**config.mk**
```make
export PLATFORM = sky130hd
export DESIGN_NAME = dutb_run_ctrl
export DESIGN_NICKNAME = d
export VERILOG_FILES = /design/src/rtl/dutb_ctrl_pkg.sv /design/src/rtl/dutb_param_pkg.sv /design/src/rtl/dutb_sat_cnt.sv /design/src/rtl/dutb_run_ctrl.sv
export SDC_FILE = /design/constraint.sdc
export NUM_CORES = 1
export LEC_CHECK = 0
export BUFFER_PORTS_ARGS = -buffer_cell sky130_fd_sc_hd__buf_2
export CAP_MARGIN = 15
export CELL_PAD_IN_SITES_DETAIL_PLACEMENT = 1
export CELL_PAD_IN_SITES_GLOBAL_PLACEMENT = 1
export CORE_MARGIN = 5
export CORE_UTILIZATION = 30
export DETAILED_ROUTE_END_ITERATION = 16
export HOLD_SLACK_MARGIN = 0.12
export PLACE_DENSITY = 0.65
export SLEW_MARGIN = 20
export SYNTH_ARGS = -nofsm -noshare
export SYNTH_HDL_FRONTEND = slang
export SYNTH_SLANG_ARGS = --single-unit
```
**constraint.sdc**
```tcl
create_clock -name clk -period 3.95 [get_ports clk]
set_clock_uncertainty 0.2 [all_clocks]
set_input_delay 0.1975 -clock clk [delete_from_list [all_inputs] [get_ports clk]]
set_output_delay 0.1975 -clock clk [all_outputs]
set_load 0.05 [all_outputs]
```
**src/rtl/dutb_ctrl_pkg.sv**
```systemverilog
// Shared types for the dutb run controller.
package dutb_ctrl_pkg;

  typedef enum logic [2:0] {
    IDLE,
    RST,
    RUN,
    DRAIN,
    DONE
  } run_state_t;

endpackage

```
**src/rtl/dutb_param_pkg.sv**
```systemverilog
// Default sizing for the dutb run controller; the top module takes these as
// parameter defaults so a bench can override them per instance.
package dutb_param_pkg;

  localparam int P_RUN_CNT_W       = 16;
  localparam int P_MAX_FAIL_NUM    = 16;
  localparam int P_DUT_RST_CYCLES  = 4;
  localparam int P_MAX_OUTSTANDING = 4;
  localparam int P_DRAIN_TIMEOUT   = 1024;

endpackage

```
**src/rtl/dutb_sat_cnt.sv**
```systemverilog
// Saturating up-counter with synchronous clear; clear wins over increment.
module dutb_sat_cnt #(
  parameter int P_W = 16
) (
  input  logic           clk,
  input  logic           rst_n,
  input  logic           i_clr,
  input  logic           i_inc,
  output logic [P_W-1:0] o_cnt
);

  logic [P_W-1:0] r_cnt;

  always_ff @(posedge clk or negedge rst_n) begin
    if (!rst_n) begin
      r_cnt <= '0;
    end else if (i_clr) begin
      r_cnt <= '0;
    end else if (i_inc && (r_cnt != '1)) begin
      r_cnt <= r_cnt + 1'b1;
    end
  end

  assign o_cnt = r_cnt;

endmodule

```
**src/rtl/dutb_run_ctrl.sv**
```systemverilog
// Test-run controller: DUT reset, req/ack transaction issue, pass/fail tally,
// fail-limit abort. Define DUTB_RUN_CTRL_DRAIN_TIMEOUT_EN for a DRAIN timeout.
module dutb_run_ctrl
  import dutb_ctrl_pkg::*;
#(
  parameter int P_CNT_W           = dutb_param_pkg::P_RUN_CNT_W,
  parameter int P_MAX_FAIL_NUM    = dutb_param_pkg::P_MAX_FAIL_NUM,
  parameter int P_DUT_RST_CYCLES  = dutb_param_pkg::P_DUT_RST_CYCLES,
  parameter int P_MAX_OUTSTANDING = dutb_param_pkg::P_MAX_OUTSTANDING,
  parameter int P_DRAIN_TIMEOUT   = dutb_param_pkg::P_DRAIN_TIMEOUT
) (
  input  logic               clk,
  input  logic               rst_n,
  input  logic               start,
  input  logic [P_CNT_W-1:0] num_txn,
  output logic               dut_rst_n,
  output logic               drv_req,
  input  logic               drv_ack,
  input  logic               res_valid,
  input  logic               res_pass,
  output logic               busy,
  output logic               done,
  output logic               aborted,
  output logic               timeout,
  output logic               proto_err,
  output logic [P_CNT_W-1:0] txn_cnt,
  output logic [P_CNT_W-1:0] pass_cnt,
  output logic [P_CNT_W-1:0] fail_cnt
);

  localparam int LP_OUT_W = $clog2(P_MAX_OUTSTANDING + 1);
  localparam int LP_RST_W = $clog2(P_DUT_RST_CYCLES + 1);
  localparam logic [LP_OUT_W-1:0] LP_MAX_OUT  = LP_OUT_W'(P_MAX_OUTSTANDING);
  localparam logic [P_CNT_W:0]    LP_MAX_FAIL = (P_CNT_W + 1)'(P_MAX_FAIL_NUM);

  run_state_t          r_state;
  logic [LP_RST_W-1:0] r_rst_cnt;
  logic [P_CNT_W-1:0]  r_num_txn;
  logic [LP_OUT_W-1:0] r_outst;
  logic                r_dut_rst_n;
  logic                r_drv_req;
  logic                r_busy;
  logic                r_done;
  logic                r_aborted;
  logic                r_timeout;
  logic                r_proto_err;

  logic                w_start_ok;
  logic                w_abort;
  logic                w_active;
  logic                w_issue;
  logic                w_res_acc;
  logic                w_res_stray;
  logic                w_pass_inc;
  logic                w_fail_inc;
  logic                w_fail_nxt_hit;
  logic                w_req_ok;
  logic                w_txn_done;
  logic                w_drain_to;
  logic [LP_OUT_W-1:0] w_outst_nxt;
  logic [P_CNT_W:0]    w_txn_nxt;
  logic [P_CNT_W:0]    w_fail_nxt;
  logic [P_CNT_W-1:0]  w_txn_cnt;
  logic [P_CNT_W-1:0]  w_pass_cnt;
  logic [P_CNT_W-1:0]  w_fail_cnt;

  assign w_start_ok = start && ((r_state == IDLE) || (r_state == DONE));
  assign w_abort    = ({1'b0, w_fail_cnt} >= LP_MAX_FAIL);

  // Results are frozen out in the abort cycle so the tally stops at the limit.
  assign w_active    = ((r_state == RST) || (r_state == RUN) || (r_state == DRAIN)) && !w_abort;
  assign w_issue     = r_drv_req && drv_ack;
  assign w_res_acc   = res_valid && w_active && (r_outst != '0);
  assign w_res_stray = res_valid && w_active && (r_outst == '0);
  assign w_pass_inc  = w_res_acc && res_pass;
  assign w_fail_inc  = w_res_acc && !res_pass;

  assign w_outst_nxt = r_outst + LP_OUT_W'(w_issue) - LP_OUT_W'(w_res_acc);
  assign w_txn_nxt   = {1'b0, w_txn_cnt} + (P_CNT_W + 1)'(w_issue);
  assign w_fail_nxt  = {1'b0, w_fail_cnt} + (P_CNT_W + 1)'(w_fail_inc);

  // drv_req is registered, so its next value looks one issue/result ahead.
  assign w_fail_nxt_hit = (w_fail_nxt >= LP_MAX_FAIL);
  assign w_req_ok       = (w_txn_nxt < {1'b0, r_num_txn}) && (w_outst_nxt < LP_MAX_OUT) &&
                          !w_fail_nxt_hit;
  assign w_txn_done     = (w_txn_cnt == r_num_txn);

`ifdef DUTB_RUN_CTRL_DRAIN_TIMEOUT_EN
  localparam int LP_TO_W = $clog2(P_DRAIN_TIMEOUT + 1);
  logic [LP_TO_W-1:0] r_drain_cnt;

  always_ff @(posedge clk or negedge rst_n) begin
    if (!rst_n) begin
      r_drain_cnt <= '0;
    end else if (r_state == DRAIN) begin
      r_drain_cnt <= r_drain_cnt + 1'b1;
    end else begin
      r_drain_cnt <= '0;
    end
  end

  assign w_drain_to = (r_drain_cnt == LP_TO_W'(P_DRAIN_TIMEOUT - 1)) && (r_outst != '0);
`else
  assign w_drain_to = 1'b0;
`endif

  dutb_sat_cnt #(.P_W(P_CNT_W)) u_txn_cnt (
    .clk   (clk),
    .rst_n (rst_n),
    .i_clr (w_start_ok),
    .i_inc (w_issue),
    .o_cnt (w_txn_cnt)
  );

  dutb_sat_cnt #(.P_W(P_CNT_W)) u_pass_cnt (
    .clk   (clk),
    .rst_n (rst_n),
    .i_clr (w_start_ok),
    .i_inc (w_pass_inc),
    .o_cnt (w_pass_cnt)
  );

  dutb_sat_cnt #(.P_W(P_CNT_W)) u_fail_cnt (
    .clk   (clk),
    .rst_n (rst_n),
    .i_clr (w_start_ok),
    .i_inc (w_fail_inc),
    .o_cnt (w_fail_cnt)
  );

  always_ff @(posedge clk or negedge rst_n) begin
    if (!rst_n) begin
      r_state     <= IDLE;
      r_rst_cnt   <= '0;
      r_num_txn   <= '0;
      r_outst     <= '0;
      r_dut_rst_n <= 1'b0;
      r_drv_req   <= 1'b0;
      r_busy      <= 1'b0;
      r_done      <= 1'b0;
      r_aborted   <= 1'b0;
      r_timeout   <= 1'b0;
      r_proto_err <= 1'b0;
    end else begin
      r_outst <= w_outst_nxt;
      if (w_res_stray) begin
        r_proto_err <= 1'b1;
      end
      case (r_state)
        IDLE, DONE: begin
          if (w_start_ok) begin
            r_state     <= RST;
            r_rst_cnt   <= LP_RST_W'(P_DUT_RST_CYCLES - 1);
            r_num_txn   <= num_txn;
            r_outst     <= '0;
            r_dut_rst_n <= 1'b0;
            r_busy      <= 1'b1;
            r_done      <= 1'b0;
            r_aborted   <= 1'b0;
            r_timeout   <= 1'b0;
            r_proto_err <= 1'b0;
          end
        end
        RST: begin
          if (r_rst_cnt == '0) begin
            r_state     <= RUN;
            r_dut_rst_n <= 1'b1;
            r_drv_req   <= w_req_ok;
          end else begin
            r_rst_cnt <= r_rst_cnt - 1'b1;
          end
        end
        RUN: begin
          if (w_abort) begin
            r_state   <= DONE;
            r_drv_req <= 1'b0;
            r_busy    <= 1'b0;
            r_done    <= 1'b1;
            r_aborted <= 1'b1;
          end else if (w_txn_done) begin
            r_state   <= DRAIN;
            r_drv_req <= 1'b0;
          end else begin
            r_drv_req <= w_req_ok;
          end
        end
        DRAIN: begin
          if (w_abort || (r_outst == '0) || w_drain_to) begin
            r_state   <= DONE;
            r_drv_req <= 1'b0;
            r_busy    <= 1'b0;
            r_done    <= 1'b1;
            r_aborted <= w_abort;
            r_timeout <= !w_abort && (r_outst != '0) && w_drain_to;
          end
        end
        default: begin
          r_state   <= IDLE;
          r_drv_req <= 1'b0;
          r_busy    <= 1'b0;
        end
      endcase
    end
  end

  assign dut_rst_n = r_dut_rst_n;
  assign drv_req   = r_drv_req;
  assign busy      = r_busy;
  assign done      = r_done;
  assign aborted   = r_aborted;
  assign timeout   = r_timeout;
  assign proto_err = r_proto_err;
  assign txn_cnt   = w_txn_cnt;
  assign pass_cnt  = w_pass_cnt;
  assign fail_cnt  = w_fail_cnt;

endmodule

```
==> metrics.csv, run 1 <==
stage;metric;value;unit
sta;drv_slew;0;
synth;ys_ff_latch;79;
finish;utilization;37.4;%
synth;muxShareOfSynthArea;0.412;%
grt;overflow;0;
placed_design;dp.cells;811;
power_and_ir_drop;leakage;0.00278;uW
power_and_ir_drop;p_int;1920;uW
power_and_ir_drop;power_switching_share;40.8;%
drt;wirelength;14.1;mm
setup_path;critical_path.cell_chain;nor4_1 > nand3_2 > nor3_1 > ha_1 > inv_1 > ha_1 > fa_1 > xnor2_1 > xnor2_1 > o21a_1 > o2111ai_1 > a2111o_1 > o31ai_1;
clocking;clockBufferDepth;2;
finish;drive_above_1_share;18.9;%
clocking;htreeDepth;3;
synth;synth_edf_count;0;
sta;hold_viol_final;0;
clocking;root_buffer;clkbuf_16;
floorplan;die_height;137;um
synth;syn_area;0.00486;mm^2
sta;setup_viol;0;
setup_path;crit_path_start;u_fail_cnt.o_cnt[6];
grt;grt_pass1_wl;23.6;mm
finish;stdcell_area;0.00593;mm^2
floorplan;dieArea;0.0188;mm^2
synth;synth_top_family_by_area;simple AND/OR/NAND/NOR gates;
power_and_ir_drop;vdd_drop_max;0.284;mV
sta;fmax;273;MHz
setup_path;critPathSlowestCell;nor4_1;
grt;antenna_found_initial;0;
finish;finalNonFillerCells;845;
setup_path;endpoint_kind;flip-flop;
clocking;cts_tree;built;
finish;seq_area;0.00198;mm^2
clocking;cts.clk_slew.worst_paths;0.07;ns
drt;vias;4097;
power_and_ir_drop;p_switching;1320;uW
synth;synth.most_common_cell;dfrtp_1;
setup_path;reg2reg_slack;0.28;ns
grt;grt_pass1_vias;4584;
sta;slew_headroom;42.1;%
synth;syn_avg_cell_area;8.99;um^2
floorplan;coreArea;0.0159;mm^2
drt;drc;0;
synth;synthAdderAreaFrac;7.37;%
power_and_ir_drop;p_per_area;546;mW/mm^2
sta;tightest_slew;0.867;ns
worst_hold_path;worstHoldStart;res_pass;
drt;vias_per_cell;4.85;
setup_path;cpPeakStageDelay;0.50;ns
synth;synth-xor-area-share;12.3;%
drt;wire_per_inst;16.7;um
drt;dr.pass1.iters;4;
floorplan;initial_core_util;30.6;%
power_and_ir_drop;p_comb_share;40.0;%
finish;multiInputGateArea;0.00263;mm^2
finish;n_antenna_cell;0;
setup_path;reg2reg_depth;13;
drt;ant_nets;0;
synth;synth_common_cells;dfrtp_1, nor2_1, nand2_1;
power_and_ir_drop;p_clk_share;25.4;%
setup_path;critical_path_arrival;3.72;ns
flow_run;maxCapViolCount;0;
synth;synth_top_area_cell;dfrtp_1;
synth;synth_compound_area_share;9.51;%
setup_path;required;4.01;ns
finish;fill_cells;1921;
grt;grt_max_degree;80;
clocking;post-cts-setup-buffer-count;0;
synth;synth-simple-area-share;23.9;%
setup_path;r2r-start;u_fail_cnt.o_cnt[6];
run_status;status;finished, final reports clean;
grt;grtUsageTotal;16.0;%
clocking;numCtsBuffers;9;
synth;ys.flop_type;dfrtp_1;
synth;yosys-top-cells-area;dfrtp_1, xnor2_1, ha_1;
synth;synth.distinct_cells;58;
floorplan;ios;77;
clocking;insertion_delay;0.35;ns
placed_design;place.gp.congestion;0.798;
finish;area_delta_synth_final;22.2;%
sta;finalCritPeriodShare;92.9;%
floorplan;die_w;137;um
setup_path;path_class;flip-flop to flip-flop;
floorplan;fp-row-count;46;
synth;syn-instance-count;540;
placed_design;place_hpwl;10.5;mm
sta;fin_setup_tns;0;ns
power_and_ir_drop;seqPwrFrac;34.7;%
setup_path;r2r-end;drv_req;
sta;layout_min_cycle_time;3.67;ns
placed_design;portBuffers;75;
clocking;clock_sinks;79;
drt;initialDrtViolationCount;164;
synth;synth_nets;590;
setup_path;setup.worst_path.start_class;flip-flop;
synth;synthArstFlopShare;100;%
setup_path;crit_fanout;8;
synth;synth-seq-area-share;40.7;%
synth;synth_top_area_share;40.7;%
placed_design;placed_cell_area;0.00545;mm^2
synth;yosys_warnings;0;
finish;nNetsFinal;674;
worst_hold_path;hold_path_class;input port to flip-flop;
setup_path;endpoint;drv_req;
==> routing by layer <==
| metal | vias to the layer above | share of wire, % | GRT usage, % |
|---|---|---|---|
| met5 | - | 0 | 0 |
| met4 | 0 | 1.8 | 5.54 |
| met3 | 16 | 3.7 | 3.87 |
| met2 | 50 | 49 | 26.6 |
| met1 | 2035 | 45 | 20.4 |
| li1 | 1996 | - | - |
==> state kept, by name, indices dropped and copies added (netlist names) <==
name              cells
r_state               3
r_num_txn            16
u_pass_cnt.o_cnt     16
done                  1
r_rst_cnt             3
dut_rst_n             1
r_outst               3
u_fail_cnt.o_cnt     16
drv_req               1
busy                  1
u_txn_cnt.o_cnt      16
aborted               1
proto_err             1
==> power by group through the flow <==
stage	registers (uW)	clock network, uW	logic, uW
after floorplan	1250	0	771
after global placement	1130	0	1220
after detailed placement	1140	0	1280
after CTS	1130	848	1300
after global routing	1140	884	1450
final	1120	822	1300
==> layout make-up <==
type,count,share of cell area [%]
clock inverters,4,0.485
well taps,216,4.55
multi-input cells,393,44.3
inverters,39,2.47
flip-flops and latches,79,33.3
repair buffers,102,10.6
clock buffers,12,4.32
==> worst min path at each step <==
stage / to / slack [ns] / cells after the start
5_1_grt: u_txn_cnt.o_cnt[2] / 0.20 / 5
6_report: u_fail_cnt.o_cnt[0] / 0.14 / 4
4_1_cts: u_fail_cnt.o_cnt[0] / 0.13 / 4
3_3_place_gp: r_num_txn[7] / 0.20 / 3
2_1_floorplan: aborted / -0.30 / 0
3_5_place_dp: r_num_txn[7] / 0.21 / 3
==> critical path: cells and delay by family, from the launching register on <==
kind                     cells  cell delay (ns)
adder cells (fa/ha/maj)      3             0.73
buffers and inverters        1             0.04
AO/OA/AOI/OAI                4             0.83
XOR/XNOR                     2             0.37
flip-flops                   1             0.46
AND/OR/NAND/NOR              3             0.95
==> stage by stage <==
step           hold slack (ns)  setup WS (ns)  power [uW]
3_5_place_dp             0.212          0.232        2420
4_1_cts                  0.130          0.182        3270
2_1_floorplan           -0.298          0.382        2020
5_1_grt                  0.204        -0.0357        3480
6_report                 0.140          0.281        3240
3_3_place_gp             0.198          0.363        2350
==> logic make-up (layout without fill, tap and decap cells) <==
| kind of cell | Yosys count | after routing |
|---|---|---|
| AO/OA/AOI/OAI | 69 | 69 |
| XOR/XNOR | 68 | 68 |
| adder cells (fa/ha/maj) | 28 | 28 |
| buffers and inverters | 68 | 157 |
| flip-flops | 79 | 79 |
| multiplexers | 2 | 2 |
| other | 1 | 1 |
| AND/OR/NAND/NOR | 225 | 225 |
==> placed cells by master, fill, tap and decap left out, types with 9 or more instances in the layout <==
| cell type | Yosys | final |
|---|---|---|
| inv_1 | 39 | 39 |
| nand4_1 | 15 | 15 |
| nand2_1 | 49 | 49 |
| nor2_1 | 63 | 62 |
| nand3_1 | 25 | 24 |
| buf_2 | 4 | 74 |
| xnor2_1 | 48 | 48 |
| dlygate4sd3_1 | 0 | 18 |
| xor2_1 | 20 | 20 |
| clkbuf_16 | 0 | 9 |
| buf_4 | 1 | 9 |
| a21oi_1 | 11 | 11 |
| and2_1 | 15 | 15 |
| o21ai_0 | 24 | 24 |
| ha_1 | 27 | 27 |
| nor3_1 | 11 | 11 |
| dfrtp_1 | 79 | 79 |
==> repair_timing <==
action                                  in CTS  in global routing
hold buffers                                18                  0
resized for setup                            0                  4
endpoints found under the hold margin       96                  0
endpoints found under the setup margin       0                  1
(Power assumes the default switching activity.)
==> run 2, diff against run 1 <==
--- a/config.mk
+++ b/config.mk
@@ -10,4 +10,5 @@
 export CELL_PAD_IN_SITES_DETAIL_PLACEMENT = 1
 export CELL_PAD_IN_SITES_GLOBAL_PLACEMENT = 1
+export CORE_ASPECT_RATIO = 1.75
 export CORE_MARGIN = 5
 export CORE_UTILIZATION = 30
==> constraint.sdc (replaced) <==
create_clock -name clk -period 3.65 [get_ports clk]
set_clock_uncertainty 0.2 [all_clocks]
set_input_delay 0.1825 -clock clk [delete_from_list [all_inputs] [get_ports clk]]
set_output_delay 0.1825 -clock clk [all_outputs]
set_load 0.02 [all_outputs]
==> metrics.csv, run 2 (same netlist as run 1, synthesis figures left out) <==
stage;metric;value;unit;change
run_status;status;finished, final reports clean;;
drt;vias;4308;;+5.2%
grt;grt_max_degree;80;;unchanged
sta;layout_min_cycle_time;3.36;ns;-0.312 ns
setup_path;required;3.70;ns;-0.31 ns
sta;hold_viol_final;0;;unchanged
setup_path;crit_path_start;r_state[0];;
grt;grt_pass1_wl;24.5;mm;+3.5%
sta;fin_setup_tns;0;ns;unchanged
drt;m1WireLength;5.50;mm;-14%
finish;layout_commonest_cell;dfrtp_1;;
drt;drc;0;;unchanged
setup_path;critPathSlowestCell;fa_1;;
power_and_ir_drop;p_switching;1340;uW;+1.6%
sta;fin_ws;0.293;ns;+0.0119 ns
floorplan;die_height;178;um;+30%
power_and_ir_drop;p_per_area;585;mW/mm^2;+7.1%
setup_path;endpoint_kind;flip-flop;;
setup_path;critical_path_arrival;3.41;ns;-0.31 ns
flow_run;maxCapViolCount;0;;unchanged
sta;slew_headroom;45.2;%;+3.1 points
worst_hold_path;worstHoldStart;drv_ack;;
finish;n_antenna_cell;0;;unchanged
grt;antenna_found_initial;0;;unchanged
drt;wire_per_inst;18.0;um;+7.7%
setup_path;crit_fanout;4;;-4
power_and_ir_drop;power_switching_share;37.3;%;-3.5 points
setup_path;setup.worst_path.start_class;flip-flop;;
clocking;insertion_delay;0.34;ns;about the same
clocking;cts_tree;built;;
power_and_ir_drop;p_comb_share;36.7;%;-3.3 points
finish;utilization;38.8;%;+1.4 points
setup_path;cpPeakStageDelay;0.39;ns;-0.11 ns
finish;area_delta_synth_final;26.7;%;
placed_design;portBuffers;75;;unchanged
setup_path;r2r-start;r_state[0];;
placed_design;dp.cells;800;;-1.4%
drt;ant_nets;0;;unchanged
placed_design;dp_slack;0.0789;ns;-0.153 ns
clocking;clockBufferDepth;2;;unchanged
drt;dr.pass1.iters;6;;+2
power_and_ir_drop;p_clk_share;29.4;%;+4.0 points
setup_path;path_class;flip-flop to flip-flop;;
power_and_ir_drop;p_int;2260;uW;+18%
clocking;post-cts-setup-buffer-count;0;;unchanged
grt;overflow;0;;unchanged
floorplan;fp-row-count;61;;+33%
finish;layout_common_cells;dfrtp_1, buf_2, nor2_1;;
sta;fmax;298;MHz;+9.3%
floorplan;die_w;106;um;-23%
drt;routed.top_layer;met4;;
clocking;cts.clk_slew.worst_paths;0.06;ns;about the same
grt;grt_pass1_vias;4749;;+3.6%
finish;drive_above_1_share;21.7;%;+2.8 points
power_and_ir_drop;vdd_drop_max;0.257;mV;-9.6%
placed_design;place_hpwl;11.6;mm;+9.8%
drt;vias_per_cell;5.16;;+6.4%
clocking;clock_sinks;79;;unchanged
floorplan;ios;77;;unchanged
sta;fin_hold_ws;0.166;ns;+0.0261 ns
clocking;root_buffer;clkbuf_16;;
drt;routed-wl-met3;392;um;-25%
power_and_ir_drop;leakage;0.00291;uW;+4.9%
setup_path;cp_top_family;compound AO/OA/AOI/OAI gates;;
setup_path;path_buf_inv;1;;unchanged
drt;route.met2.wl;8.57;mm;+24%
floorplan;initial_core_util;30.6;%;about the same
drt;initialDrtViolationCount;111;;-32%
setup_path;critical_path.cell_chain;o21ai_1 > or2_2 > nor3_2 > ha_1 > inv_1 > ha_1 > fa_1 > xnor2_1 > xnor2_1 > o21a_1 > o2111ai_1 > a2111o_1 > o31ai_1;;
sta;setup_viol;0;;unchanged
worst_hold_path;hold_path_class;input port to flip-flop;;
floorplan;coreArea;0.0159;mm^2;about the same
sta;rsz0062_at_grt;false;;
drt;wirelength;15.0;mm;+6.4%
floorplan;dieArea;0.0189;mm^2;+0.53%
finish;nNetsFinal;691;;+2.5%
finish;finalNonFillerCells;835;;-1.2%
sta;drv_slew;0;;unchanged
sta;tightest_slew;0.822;ns;-0.0447 ns
clocking;numCtsBuffers;9;;unchanged
grt;grtUsageTotal;16.5;%;+0.43 points
sta;finalCritPeriodShare;92.0;%;-0.91 points
power_and_ir_drop;seqPwrFrac;33.9;%;-0.8 points
clocking;htreeDepth;3;;unchanged
placed_design;place.gp.congestion;0.880;;+10%
-- run 2: cell count changes in the layout (fill, tap and decap cells not counted), sizes merged --
cell,change
buf,+16
bufinv,+3
clkbuf,-3
clkinv,+3
clkinvlp,-2
dlygate4sd3,+1
inv,-1
-- run 2: routing by layer --
layer  vias up  GRT usage (%)
met1      2173           17.0
met2        76           32.2
met3        31           2.28
met4         0           7.40
li1       2028              -
met5         -              0
-- run 2: layout make-up --
class                      instances  area (um^2)
multi-input combinational        393         2680
timing repair buffer             119          772
sequential                        79         1980
fill                            1883         9720
inverter                          39          146
clock buffer                       9          225
tap                              189          236
clock inverter                     7          121
-- run 2: per-stage QoR --
stage | total power (uW) | instance area (um^2)
after global placement | 2480 | 5550
after global routing | 3860 | 6150
after detailed placement | 2550 | 5550
after floorplan | 2090 | 4860
after CTS | 3650 | 6080
final | 3600 | 6150
-- run 2: power by group through the flow --
stage          Combinational, uW  Sequential [uW]  Clock [uW]
2_1_floorplan                833             1250           0
3_3_place_gp                1260             1220           0
3_5_place_dp                1320             1230           0
4_1_cts                     1340             1220        1090
5_1_grt                     1490             1250        1120
6_report                    1320             1220        1060
-- run 2: worst reg2reg max path: cells and delay by family, from the launching register on --
family                   cells  cell delay [ns]
flip-flops                   1             0.38
AO/OA/AOI/OAI                5             1.10
XOR/XNOR                     2             0.41
AND/OR/NAND/NOR              2             0.31
adder cells (fa/ha/maj)      3             0.84
buffers and inverters        1             0.04
-- run 2: what timing repair did --
item / CTS / global route
resized for setup: 0 / 12
endpoints found under the hold margin: 98 / 0
hold buffers: 19 / 0
endpoints found under the setup margin: 0 / 1
-- run 2: worst paths after layout --
check                                             to  slack [ns]  cells past startpoint
worst max-delay path                         drv_req        0.29                     13
worst min-delay path              u_txn_cnt.o_cnt[2]        0.17                      5
worst max register to register               drv_req        0.29                     13
worst min register to register                  done        0.29                      1
max in group asynchronous               r_num_txn[7]        2.44                      2
min in group asynchronous       u_pass_cnt.o_cnt[15]        0.24                      2
==> run 3, diff against run 2 <==
- ABC_AREA: not set -> 1
- PLACE_DENSITY: 0.65 -> 0.67
==> metrics.csv, run 3 <==
stage;metric;value;unit;change
synth;synth_top_area_cell;dfrtp_1;;
setup_path;cp_top_family;simple AND/OR/NAND/NOR gates;;
grt;antenna_found_initial;0;;unchanged
drt;dr.pass1.iters;4;;-2
synth;synth_top_area_share;36.9;%;-3.8 points
clocking;hold_buffers;18;;-1
floorplan;fp-row-count;64;;+4.9%
floorplan;die_height;187;um;+4.8%
finish;nNetsFinal;889;;+29%
grt;grt_max_degree;68;;-15%
synth;synth_common_cells;nand2_1, nor2_1, inv_1;;
synth;synth-seq-area-share;36.9;%;-3.8 points
power_and_ir_drop;vdd_drop_max;0.224;mV;-13%
clocking;numCtsBuffers;9;;unchanged
drt;ant_nets;0;;unchanged
drt;vias;5075;;+18%
clocking;clockBufferDepth;2;;unchanged
setup_path;required;3.73;ns;+0.03 ns
setup_path;setup.worst_path.start_class;flip-flop;;
finish;n_antenna_cell;0;;unchanged
sta;rsz0062_at_grt;false;;
clocking;root_buffer;clkbuf_16;;
grt;use_met3;2.62;%;+0.34 points
synth;synth.distinct_cells;42;;-28%
floorplan;coreArea;0.0175;mm^2;+10%
synth;synth_nets;793;;+34%
synth;yosys_warnings;0;;unchanged
setup_path;endpoint_kind;flip-flop;;
clocking;insertion_delay;0.35;ns;about the same
grt;grt.met2_usage;31.1;%;-1.1 points
clocking;cts.clk_slew.worst_paths;0.07;ns;about the same
sta;layout_min_cycle_time;3.07;ns;-0.286 ns
synth;syn-instance-count;743;;+38%
clocking;clock_sinks;79;;unchanged
placed_design;placed_cell_area;0.00600;mm^2;+8.1%
synth;ys_ff_latch;79;;unchanged
synth;syn_area;0.00536;mm^2;+10%
drt;wire_per_inst;15.1;um;-16%
clocking;cts_tree;built;;
drt;vias_per_cell;4.72;;-8.5%
flow_run;maxCapViolCount;0;;unchanged
sta;tightest_slew;0.914;ns;+0.0913 ns
grt;grtUsageTotal;16.3;%;-0.17 points
sta;fin_setup_tns;0;ns;unchanged
placed_design;place_hpwl;12.6;mm;+9.3%
finish;layout_commonest_cell;nand2_1;;
sta;slew_headroom;39.1;%;-6.1 points
setup_path;path_buf_inv;3;;+2
drt;wirelength;16.2;mm;+8.1%
finish;drive_above_1_share;15.9;%;-5.8 points
clocking;cts_resized;0;;unchanged
synth;yosys-top-cells-area;dfrtp_1, nand2_1, nor2_1;;
grt;grt_pass1_vias;5552;;+17%
grt;grt_use_met1;17.1;%;+0.070 points
finish;area_delta_synth_final;21.1;%;
synth;synthArstFlopShare;100;%;unchanged
finish;layout_common_cells;nand2_1, nor2_1, inv_1;;
synth;syn_avg_cell_area;7.21;um^2;-20%
grt;overflow;0;;unchanged
placed_design;place.gp.congestion;0.916;;+4.0%
floorplan;die_w;111;um;+4.6%
sta;finalCritPeriodShare;84.1;%;-7.8 points
floorplan;initial_core_util;30.6;%;-0.031 points
synth;ys.flop_type;dfrtp_1;;
sta;hold_viol_final;0;;unchanged
synth;synth_edf_count;0;;unchanged
clocking;post-cts-setup-buffer-count;0;;unchanged
setup_path;path_class;flip-flop to flip-flop;;
grt;top_usage_layer;met2;;
setup_path;worst_path_most_repeated_cell;nand2_1;;
setup_path;critical_path_arrival;3.15;ns;-0.26 ns
worst_hold_path;hold_path_class;input port to flip-flop;;
clocking;htreeDepth;3;;unchanged
finish;utilization;37.0;%;-1.7 points
drt;drc;0;;unchanged
grt;grt_pass1_wl;27.6;mm;+13%
sta;fmax;326;MHz;+9.3%
floorplan;dieArea;0.0207;mm^2;+9.6%
sta;drv_slew;0;;unchanged
power_and_ir_drop;leakage;0.00335;uW;+15%
power_and_ir_drop;p_per_area;558;mW/mm^2;-4.5%
floorplan;ios;77;;unchanged
setup_path;cpPeakStageDelay;0.37;ns;-0.02 ns
setup_path;crit_fanout;3;;-1
setup_path;critPathSlowestCell;dfrtp_1;;
synth;synth.most_common_cell;nand2_1;;
placed_design;portBuffers;75;;unchanged
run_status;status;finished, final reports clean;;
finish;stdcell_area;0.00649;mm^2;+5.5%
sta;setup_viol;0;;unchanged
drt;initialDrtViolationCount;126;;+14%
setup_path;critical_path.cell_chain;nand2_1 > inv_1 > ha_1 > ha_1 > nand2_1 > nor2_2 > xor2_1 > inv_1 > ha_1 > nand2_1 > inv_1 > nor2_1 > o21a_1 > nand2_1 > nand2_1 > nand2_1 > a21oi_1 > nand3_1 > nand2_1;;
==> run 3: changes by cell type after synthesis, sizes merged, moves of 15 or more <==
cell,change
nor2,+43
nand3,+24
and2,-15
o21ai,+16
xnor2,-46
inv,+61
nand2,+167
==> run 3: final timing paths <==
| kind | from | end | slack (ns) | depth (start not counted) |
|---|---|---|---|---|
| hold / removal | start | u_fail_cnt.o_cnt[15] | 0.19 | 4 |
| max in group asynchronous | rst_n | u_fail_cnt.o_cnt[0] | 2.14 | 3 |
| hold reg to reg | proto_err | proto_err | 0.29 | 1 |
| setup reg to reg | drv_req | drv_req | 0.58 | 19 |
| min in group asynchronous | rst_n | r_num_txn[6] | 0.31 | 2 |
| setup / recovery | drv_req | drv_req | 0.58 | 19 |
==> run 3: tightest hold or removal path, cell delays in order <==
cell,delay [ns]
buf_2,0.13
nand2_2,0.08
inv_2,0.18
nor2_1,0.14
==> run 3: metrics by stage <==
step	cells	total power [uW]	worst slack, ns	hold slack (ns)
final	1075	3620	0.579	0.192
after CTS	1075	3710	0.522	0.167
after detailed placement	1041	2680	0.589	0.198
after global placement	1041	2650	0.627	0.189
after floorplan	743	2250	0.846	-0.313
after global routing	1075	3970	0.304	0.178
==> run 3: cell type report <==
type	instances	area, um^2
clock buffers	11	233
repair buffers	98	596
inverters	101	387
well taps	231	289
multi-input cells	550	2930
fillers	2211	11000
flip-flops and latches	79	1980
clock inverters	5	81.3
==> run 3: cell families after synthesis <==
kind of cell | synth area share, %
AND/OR/NAND/NOR | 35.0
buffers and inverters | 8.52
flip-flops | 36.9
XOR/XNOR | 5.39
other | 0.0700
AO/OA/AOI/OAI | 7.49
adder cells (fa/ha/maj) | 6.68
==> run 3: routing by layer <==
metal	vias up	wire [um]
met4	0	621
met1	2431	6400
met5	-	0
met3	33	439
met2	75	8770
li1	2536	-
==> run 3: where the power goes <==
part / internal, uW / total, uW / switching (uW)
logic: 476 / 1430 / 955
registers: 1070 / 1210 / 142
clock network: 601 / 985 / 384
total: 2140 / 3620 / 1480
